==> src/rtl/led_seq_pkg.sv <==
// ============================================================================
// Module      : led_seq_pkg
// Description : Shared mode encoding for the LED sequencer.
// Revision    : 1.0 - initial release
// ============================================================================
`default_nettype none

package led_seq_pkg;

    localparam int MODE_W = 2;

    typedef enum logic [MODE_W-1:0] {
        STATIC = 2'b00,
        BLINK  = 2'b01,
        ROTATE = 2'b10,
        BOUNCE = 2'b11
    } mode_e;

endpackage

`default_nettype wire

==> src/rtl/led_seq_prescaler.sv <==
// ============================================================================
// Module      : led_seq_prescaler
// Description : Free-running 0..PRESCALE-1 counter with a wrap pulse; clr
//               restarts the count and masks the pulse in that cycle.
// Revision    : 1.0 - initial release
// ============================================================================
`default_nettype none

module led_seq_prescaler #(
    parameter int PRESCALE = 12000000
) (
    input  logic clk,
    input  logic rst,
    input  logic clr,
    output logic tick
);

    localparam int c_CNT_W = $clog2(PRESCALE);

    logic [c_CNT_W-1:0] r_cnt;
    logic               w_at_top;

    assign w_at_top = (r_cnt == c_CNT_W'(PRESCALE - 1));
    assign tick     = w_at_top & ~clr;

    always_ff @(posedge clk or posedge rst) begin
        if (rst) begin
            r_cnt <= '0;
        end else if (clr || w_at_top) begin
            r_cnt <= '0;
        end else begin
            r_cnt <= r_cnt + c_CNT_W'(1);
        end
    end

endmodule

`default_nettype wire

==> src/rtl/led_sequencer.sv <==
// ============================================================================
// Module      : led_sequencer
// Description : LED pattern sequencer (static / blink / rotate / bounce).
//               Define LED_SEQ_PWM_EN to add duty-cycle brightness gating.
// Revision    : 1.0 - initial release
// ============================================================================
`default_nettype none

module led_sequencer
    import led_seq_pkg::*;
#(
    parameter int N_LEDS   = 5,
    parameter int PRESCALE = 12000000,
    parameter int PWM_BITS = 4
) (
    input  logic                clk,
    input  logic                rst,
    input  logic [MODE_W-1:0]   mode,
    input  logic [N_LEDS-1:0]   pattern,
    input  logic [PWM_BITS-1:0] duty,
    output logic [N_LEDS-1:0]   led,
    output logic                tick
);

    localparam logic [N_LEDS-1:0] c_ONE = N_LEDS'(1);

    mode_e               r_mode_q;
    logic                r_phase;
    logic                r_dir_up;
    logic [N_LEDS-1:0]   r_shift;
    logic [N_LEDS-1:0]   r_led;

    mode_e               w_mode;
    logic                w_mode_chg;
    logic                w_tick;
    logic                w_phase_nxt;
    logic                w_dir_up_nxt;
    logic [N_LEDS-1:0]   w_shift_nxt;
    logic [N_LEDS-1:0]   w_mode_out;
    logic                w_pwm_on;

    function automatic logic [N_LEDS-1:0] rotl1(input logic [N_LEDS-1:0] x);
        return (x << 1) | (x >> (N_LEDS - 1));
    endfunction

    assign w_mode     = mode_e'(mode);
    assign w_mode_chg = (w_mode != r_mode_q);
    assign tick       = w_tick;
    assign led        = r_led;

    led_seq_prescaler #(
        .PRESCALE (PRESCALE)
    ) u_prescaler (
        .clk  (clk),
        .rst  (rst),
        .clr  (w_mode_chg),
        .tick (w_tick)
    );

    always_comb begin
        w_phase_nxt  = r_phase;
        w_dir_up_nxt = r_dir_up;
        w_shift_nxt  = r_shift;
        if (w_mode_chg) begin
            w_phase_nxt  = 1'b1;
            w_dir_up_nxt = 1'b1;
            w_shift_nxt  = (w_mode == BOUNCE) ? c_ONE : pattern;
        end else if (w_tick) begin
            w_phase_nxt = ~r_phase;
            case (r_mode_q)
                ROTATE: w_shift_nxt = rotl1(r_shift);
                BOUNCE: begin
                    // Reverse on the same tick that reaches an end: no dwell.
                    if (N_LEDS > 1) begin
                        if (r_dir_up) begin
                            if (r_shift[N_LEDS-1]) begin
                                w_dir_up_nxt = 1'b0;
                                w_shift_nxt  = r_shift >> 1;
                            end else begin
                                w_shift_nxt  = r_shift << 1;
                            end
                        end else begin
                            if (r_shift[0]) begin
                                w_dir_up_nxt = 1'b1;
                                w_shift_nxt  = r_shift << 1;
                            end else begin
                                w_shift_nxt  = r_shift >> 1;
                            end
                        end
                    end
                end
                default: ;
            endcase
        end
    end

    always_comb begin
        w_mode_out = '0;
        case (w_mode)
            STATIC:  w_mode_out = pattern;
            BLINK:   w_mode_out = w_phase_nxt ? pattern : '0;
            default: w_mode_out = w_shift_nxt;
        endcase
    end

`ifdef LED_SEQ_PWM_EN
    logic [PWM_BITS-1:0] r_pwm_cnt;
    logic [PWM_BITS-1:0] w_pwm_nxt;

    assign w_pwm_nxt = r_pwm_cnt + PWM_BITS'(1);
    assign w_pwm_on  = (w_pwm_nxt < duty);

    always_ff @(posedge clk or posedge rst) begin
        if (rst) begin
            r_pwm_cnt <= '0;
        end else begin
            r_pwm_cnt <= w_pwm_nxt;
        end
    end
`else
    logic w_unused_duty;

    assign w_unused_duty = ^duty;
    assign w_pwm_on      = 1'b1;
`endif

    always_ff @(posedge clk or posedge rst) begin
        if (rst) begin
            r_mode_q <= STATIC;
            r_phase  <= 1'b0;
            r_dir_up <= 1'b1;
            r_shift  <= '0;
            r_led    <= '0;
        end else begin
            r_mode_q <= w_mode;
            r_phase  <= w_phase_nxt;
            r_dir_up <= w_dir_up_nxt;
            r_shift  <= w_shift_nxt;
            r_led    <= w_mode_out & {N_LEDS{w_pwm_on}};
        end
    end

endmodule

`default_nettype wire

==> config.mk <==
export PLATFORM = sky130hd
export DESIGN_NAME = led_sequencer
export DESIGN_NICKNAME = d
export VERILOG_FILES = /design/src/rtl/led_seq_pkg.sv /design/src/rtl/led_seq_prescaler.sv /design/src/rtl/led_sequencer.sv
export SDC_FILE = /design/constraint.sdc
export NUM_CORES = 1
export LEC_CHECK = 0
export ABC_AREA = 1
export CORE_UTILIZATION = 50
export CTS_BUF_LIST = sky130_fd_sc_hd__clkbuf_16
export CTS_CLUSTER_DIAMETER = 100
export DETAILED_ROUTE_END_ITERATION = 6
export GPL_TIMING_DRIVEN = 0
export MAX_ROUTING_LAYER = met4
export PLACE_DENSITY = 0.73
export RECOVER_POWER = 50
export SLEW_MARGIN = 5
export SYNTH_ARGS = -nofsm -noshare
export SYNTH_HDL_FRONTEND = slang
export SYNTH_HIERARCHICAL = 1
export SYNTH_SLANG_ARGS = --single-unit
export TNS_END_PERCENT = 30
==> constraint.sdc <==
create_clock -name clk -period 2 [get_ports clk]
set_input_delay 0.2 -clock clk [delete_from_list [all_inputs] [get_ports clk]]
set_output_delay 0.2 -clock clk [all_outputs]
set_load 0.02 [all_outputs]
==> results.json, run 1 <==
{
  "status": "completed",
  "synth_cell_type_count": 31,
  "fin_crit_ns": 1.92,
  "cts_root_buf": "clkbuf_16",
  "worstPathCellList": "ha_2 -> inv_2 -> nor2_4 -> nand2_2 -> inv_2 -> nand3_4 -> nor2_4 -> buf_4 -> or2_4 -> a21oi_4 -> nand2_4 -> nand3_1 -> nand2_1",
  "r2r_cells": 13,
  "hp-start": "mode[1]",
  "wl_mm": 5.09,
  "fillCellCount": 363,
  "maxCapViolations": 0,
  "ant_nets": 0,
  "synth_area_leaders": "dfrtp_1 41%, nand2_1 15%, nor2_1 9.3%",
  "slew_violations": 0,
  "routabilityCongestion": 0.875,
  "synth_commonest_cells": "88 x nand2_1, 56 x nor2_1, 37 x dfrtp_1",
  "yosys_register_bits": 38,
  "dpl.cell_count": 370,
  "drt_iter0_markers": 84,
  "post-route-util_pct": 63.2,
  "hold_path_depth": 1,
  "power_density_mw_per_mm2": 708,
  "p_total_mw": 1.95,
  "cts_sinks": 38,
  "arrival_ns": 2.10,
  "syn_avg_cell_area_um2": 7.43,
  "dp_hpwl_mm": 3.45,
  "worstMarginPinSlew_ns": 0.947,
  "yosysMostFrequentCell": "nand2_1",
  "viasPerCell": 5.17,
  "post-place-ws_ns": -0.263,
  "synth-edff-count": 0,
  "synth_top_area_share_pct": 41.0,
  "fmax_ghz": 0.520,
  "grt_util_met1_pct": 32.6,
  "io_pins": 19,
  "cts_buffer_depth": 2,
  "ys_seq_area_share_pct": 42.1,
  "io_buffer_count": 14,
  "grt-ovfl-total": 0,
  "synthFlopType": "dfrtp_1",
  "grt_busiest_layer": "met2",
  "drc": 0,
  "min_to": "r_mode_q[1]",
  "worst-r2r-setup-slack_ns": 0.08,
  "critPathRequiredTime_ns": 2.17,
  "die_width_um": 69.2,
  "fin_skew_ns": 0.00245,
  "path_clk_slew_ns": 0.06,
  "critPathKind": "reg2reg",
  "crit_path_end_kind": "flop",
  "start_kind": "flop",
  "cts_tree": "yes",
  "vias": 1995,
  "grt_pass1_vias": 1814,
  "h-tree-depth": 2,
  "fin_nets": 347,
  "layout-drive-gt1-share_pct": 17.4,
  "fin_crit_sh_pct": 96.2,
  "syn-num-nets": 318,
  "die_height_um": 69.2,
  "synth_top_area_cell": "dfrtp_1",
  "holdWs_ns": 0.379,
  "r2r-end": "led[2]",
  "critPathSlowestCell": "dfrtp_1",
  "clock_latency_ns": 0.28,
  "p_leak_nw": 1.21,
  "setup_ws_ns": 0.0752,
  "peakVddDrop_mv": 0.483,
  "die-area_mm2": 0.00479,
  "antenna_found_initial": 0,
  "core_mm2": 0.00435,
  "relSlewSlack_pct": 36.8,
  "fp-row-count": 24,
  "start_util_pct": 51.9,
  "hold_violations": 0,
  "yosys_warnings": 6,
  "numCtsBuffers": 5,
  "slowest_delay_ns": 0.38,
  "crit_fanout": 5,
  "antenna_cells": 0,
  "grt_use_met3_pct": 3.78,
  "wire_per_inst_um": 13.2,
  "finalSetupViolCount": 0,
  "holdCritPathClass": "in2reg",
  "grt_util_met2_pct": 32.9,
  "grt_start_max_net_pins": 25,
  "cts_hold_buf": 0,
  "grt_pass1_wl_mm": 8.49,
  "stdcell_count": 386,
  "timing.rr.start": "u_prescaler/r_cnt[0]",
  "async_reset_ff_share_pct": 100,
  "syn_area_mm2": 0.00226,
  "synthCells": 304,
  "area_growth_pct": 21.7,
  "first_pass_iters": 4,
  "track_usage_pct": 23.1
}
-- through the flow --
step / cell area (µm²) / setup TNS, ns
floorplan: 2270 / 0
global placement: 2470 / -0.812
detailed placement: 2470 / -0.861
CTS: 2680 / 0
global route: 2750 / -0.0342
finish: 2750 / 0
-- how the worst max path moves through the flow --
stage	startpoint	to	slack [ns]	depth (start not counted)
finish	u_prescaler/r_cnt[0]	led[2]	0.08	13
global placement	u_prescaler/r_cnt[0]	tick	-0.26	8
floorplan	u_prescaler/r_cnt[0]	led[4]	0.05	15
global route	u_prescaler/r_cnt[16]	led[4]	-0.03	14
detailed placement	u_prescaler/r_cnt[0]	tick	-0.26	8
CTS	u_prescaler/r_cnt[1]	led[2]	0.003	13
-- routing by layer --
metal	up-vias	share of wire [%]	routed length, µm
li1	1004	-	-
met1	936	49	2480
met2	46	45	2320
met3	9	4.1	207
met4	0	1.7	87
met5	-	0	0
-- cell families (layout without fill, tap and decap cells) --
kind of cell             count (synthesis)  in the layout  share of synthesized area, %
AND/OR/NAND/NOR                        192            192                          37.7
flip-flops                              38             38                          42.1
adder cells (fa/ha/maj)                  1              1                         0.554
XOR/XNOR                                14             14                          5.76
buffers and inverters                   38             68                          7.36
AO/OA/AOI/OAI                           21             21                          6.48
-- where the power goes --
part / leakage, nW / total [mW] / switching (mW) / internal [mW]
combinational: 0.635 / 0.223 / 0.133 / 0.0901
clock: 0.0812 / 0.904 / 0.321 / 0.584
sequential: 0.497 / 0.820 / 0.0204 / 0.799
total: 1.21 / 1.95 / 0.474 / 1.47
-- worst max-delay path: cells and delay by family, from the launching register on --
| kind | cells | cell delay [ns] |
|---|---|---|
| compound gates | 1 | 0.18 |
| fa+ha+maj | 1 | 0.21 |
| buf+inv | 3 | 0.28 |
| flops | 1 | 0.38 |
| simple gates | 8 | 0.75 |
-- placed cells by master (no fill, tap or decap), types with 2 or more instances in the layout --
| master | netlist | routed |
|---|---|---|
| a21oi_1 | 4 | 4 |
| a21oi_2 | 3 | 2 |
| buf_4 | 0 | 8 |
| buf_6 | 3 | 3 |
| clkbuf_16 | 0 | 5 |
| clkdlybuf4s50_1 | 0 | 11 |
| dfrtp_1 | 37 | 37 |
| dlygate4sd3_1 | 0 | 2 |
| inv_1 | 29 | 30 |
| inv_2 | 5 | 5 |
| nand2_1 | 88 | 86 |
| nand2_2 | 5 | 6 |
| nand2_4 | 3 | 4 |
| nand3_1 | 25 | 23 |
| nand3_2 | 1 | 2 |
| nand3b_1 | 3 | 3 |
| nand4_1 | 3 | 3 |
| nor2_1 | 56 | 54 |
| nor2_2 | 3 | 4 |
| nor2_4 | 4 | 5 |
| o21ai_0 | 4 | 4 |
| o21ai_2 | 2 | 2 |
| o21bai_1 | 3 | 3 |
| xnor2_1 | 7 | 6 |
| xnor2_2 | 1 | 2 |
| xor2_1 | 6 | 6 |
-- registers in the layout, indices dropped and copies added, names as in the netlist --
name / count
r_shift: 5
u_prescaler/r_cnt: 24
r_phase: 1
led: 5
r_mode_q: 2
r_dir_up: 1
-- cell type report --
cell class	instances	area, µm²	share of cell area (%)
clock buffers	5	125	4.55
clock inverters	3	41.3	1.50
multi-input cells	228	1200	43.6
repair buffers	22	201	7.32
inverters	34	128	4.64
plain buffers	4	38.8	1.41
flip-flops and latches	38	952	34.6
well taps	52	65.1	2.37
-- timing repair --
item	CTS	global route
gates cloned	0	0
buffers inserted	4	4
pin swaps	4	4
gates resized for setup	5	9
setup endpoints to repair	10	8
Note: power is estimated with default switching activity, not from simulation.
==> run 2, diff against run 1 <==
--- a/config.mk
+++ b/config.mk
@@ -6,6 +6,7 @@
 export NUM_CORES = 1
 export LEC_CHECK = 0
 export ABC_AREA = 1
+export CORE_MARGIN = 4
 export CORE_UTILIZATION = 50
 export CTS_BUF_LIST = sky130_fd_sc_hd__clkbuf_16
 export CTS_CLUSTER_DIAMETER = 100
@@ -14,6 +15,7 @@
 export MAX_ROUTING_LAYER = met4
 export PLACE_DENSITY = 0.73
 export RECOVER_POWER = 50
+export SKIP_CTS_REPAIR_TIMING = 1
 export SLEW_MARGIN = 5
 export SYNTH_ARGS = -nofsm -noshare
 export SYNTH_HDL_FRONTEND = slang
==> results.json, run 2 (synthesis results as in run 1) <==
{
  "clock_latency_ns": 0.28,
  "worstMarginPinSlew_ns": 0.923,
  "crit_fanout": 7,
  "grt_start_max_net_pins": 25,
  "critPathKind": "reg2out",
  "drc": 0,
  "highest_layer": "met4",
  "critPathRequiredTime_ns": 1.80,
  "worst-r2r-setup-slack_ns": 0.09,
  "numCtsBuffers": 5,
  "dp_hpwl_mm": 3.47,
  "largest_register": "u_prescaler/r_cnt",
  "grt_pass1_wl_mm": 8.00,
  "die-area_mm2": 0.00566,
  "final_common_cell": "nand2_1",
  "largest_reg_flops": 24,
  "cts_tree": "yes",
  "drt_iter0_markers": 154,
  "routabilityCongestion": 0.845,
  "wire_per_inst_um": 13.2,
  "grt-ovfl-total": 0,
  "grt_pass1_vias": 1835,
  "cts_root_buf": "clkbuf_16",
  "status": "completed",
  "multi_input_area_mm2": 0.00120,
  "start_util_pct": 51.9,
  "finalSetupTns_ns": 0,
  "route.met3.wl_um": 340,
  "h-tree-depth": 2,
  "fin_nets": 346,
  "area_growth_pct": 20.3,
  "rsz0062_at_grt": "true",
  "slowest_delay_ns": 0.38,
  "layout-drive-gt1-share_pct": 16.8,
  "finalSetupViolCount": 0,
  "cts_buffer_depth": 2,
  "critPathSlowestCell": "dfrtp_1",
  "r2r_cells": 12,
  "maxCapViolations": 0,
  "relSlewSlack_pct": 38.4,
  "worstPathCellList": "ha_4 -> inv_4 -> nor2_4 -> nand2_2 -> inv_2 -> nand3_4 -> nor2_4 -> clkbuf_2",
  "core_mm2": 0.00435,
  "wl_met1_mm": 2.34,
  "start_kind": "flop",
  "antenna_found_initial": 0,
  "wl_mm": 5.09,
  "die_width_um": 75.2,
  "io_pins": 19,
  "cts_sinks": 38,
  "fin_skew_ns": 0.00563,
  "ant_nets": 0,
  "p_leak_nw": 1.19,
  "fin_crit_ns": 1.93,
  "fillCellCount": 364,
  "arrival_ns": 1.73,
  "antenna_cells": 0,
  "holdCritPathClass": "in2reg",
  "io_buffer_count": 14,
  "viasPerCell": 5.24,
  "vias": 2018,
  "wl_met2_mm": 2.33,
  "fmax_ghz": 0.519,
  "fin_crit_sh_pct": 96.3,
  "slew_violations": 0,
  "seqCellArea_um2": 952,
  "crit_path_end_kind": "output port",
  "p_total_mw": 1.80,
  "hold_path_depth": 1,
  "hold_violations": 0,
  "place_area_mm2": 0.00247,
  "fp-row-count": 24,
  "die_height_um": 75.2,
  "power_density_mw_per_mm2": 663,
  "peakVddDrop_mv": 0.485,
  "final_cell_mix": "87 x nand2_1, 54 x nor2_1, 37 x dfrtp_1",
  "path_clk_slew_ns": 0.06,
  "cp_common_cell": "nor2_4",
  "first_pass_iters": 6,
  "track_usage_pct": 19.0,
  "fin_area_mm2": 0.00272
}
==> run 2: cell type report <==
cell class / count / share of cell area (%)
sequential: 38 / 35.0
tap: 52 / 2.39
clock inverter: 3 / 0.598
clock buffer: 5 / 4.60
timing repair buffer: 21 / 6.90
inverter: 34 / 4.79
multi-input combinational: 228 / 44.3
buffer: 4 / 1.43
==> run 2: report_power, final <==
| group | internal [mW] | switching [mW] | leakage, nW | total, mW |
|---|---|---|---|---|
| clock | 0.455 | 0.305 | 0.0672 | 0.760 |
| sequential | 0.799 | 0.0220 | 0.497 | 0.821 |
| combinational | 0.0881 | 0.133 | 0.628 | 0.221 |
| total | 1.34 | 0.460 | 1.19 | 1.80 |
==> run 2: stage by stage <==
stage,util [%],cells,setup slack (ns),hold slack [ns]
floorplan,-,304,0.0478,0.0885
global placement,56.8,370,-0.265,0.494
detailed placement,56.8,370,-0.268,0.496
CTS,60.0,378,-0.577,0.310
global route,62.4,385,-0.0490,0.379
finish,62.4,385,0.0739,0.390
==> run 2: path summary, 6_finish.rpt <==
check / start / endpoint
worst max register to register: u_prescaler/r_cnt[1] / led[3]
max in group asynchronous: rst / u_prescaler/r_cnt[9]
worst min register to register: u_prescaler/r_cnt[23] / u_prescaler/r_cnt[23]
worst max-delay path: u_prescaler/r_cnt[1] / tick
min in group asynchronous: rst / r_shift[0]
worst min-delay path: mode[1] / r_mode_q[1]
==> run 2: worst max-delay path, delay by kind of cell, from the launching register on <==
kind	cells	cell delay [ns]
simple gates	4	0.54
flops	1	0.38
buf+inv	3	0.33
fa+ha+maj	1	0.18
==> run 2: layer usage <==
layer | GRT usage, % | up-vias
li1 | - | 997
met1 | 26.8 | 927
met2 | 27.2 | 79
met3 | 4.67 | 15
met4 | 5.63 | 0
met5 | - | -
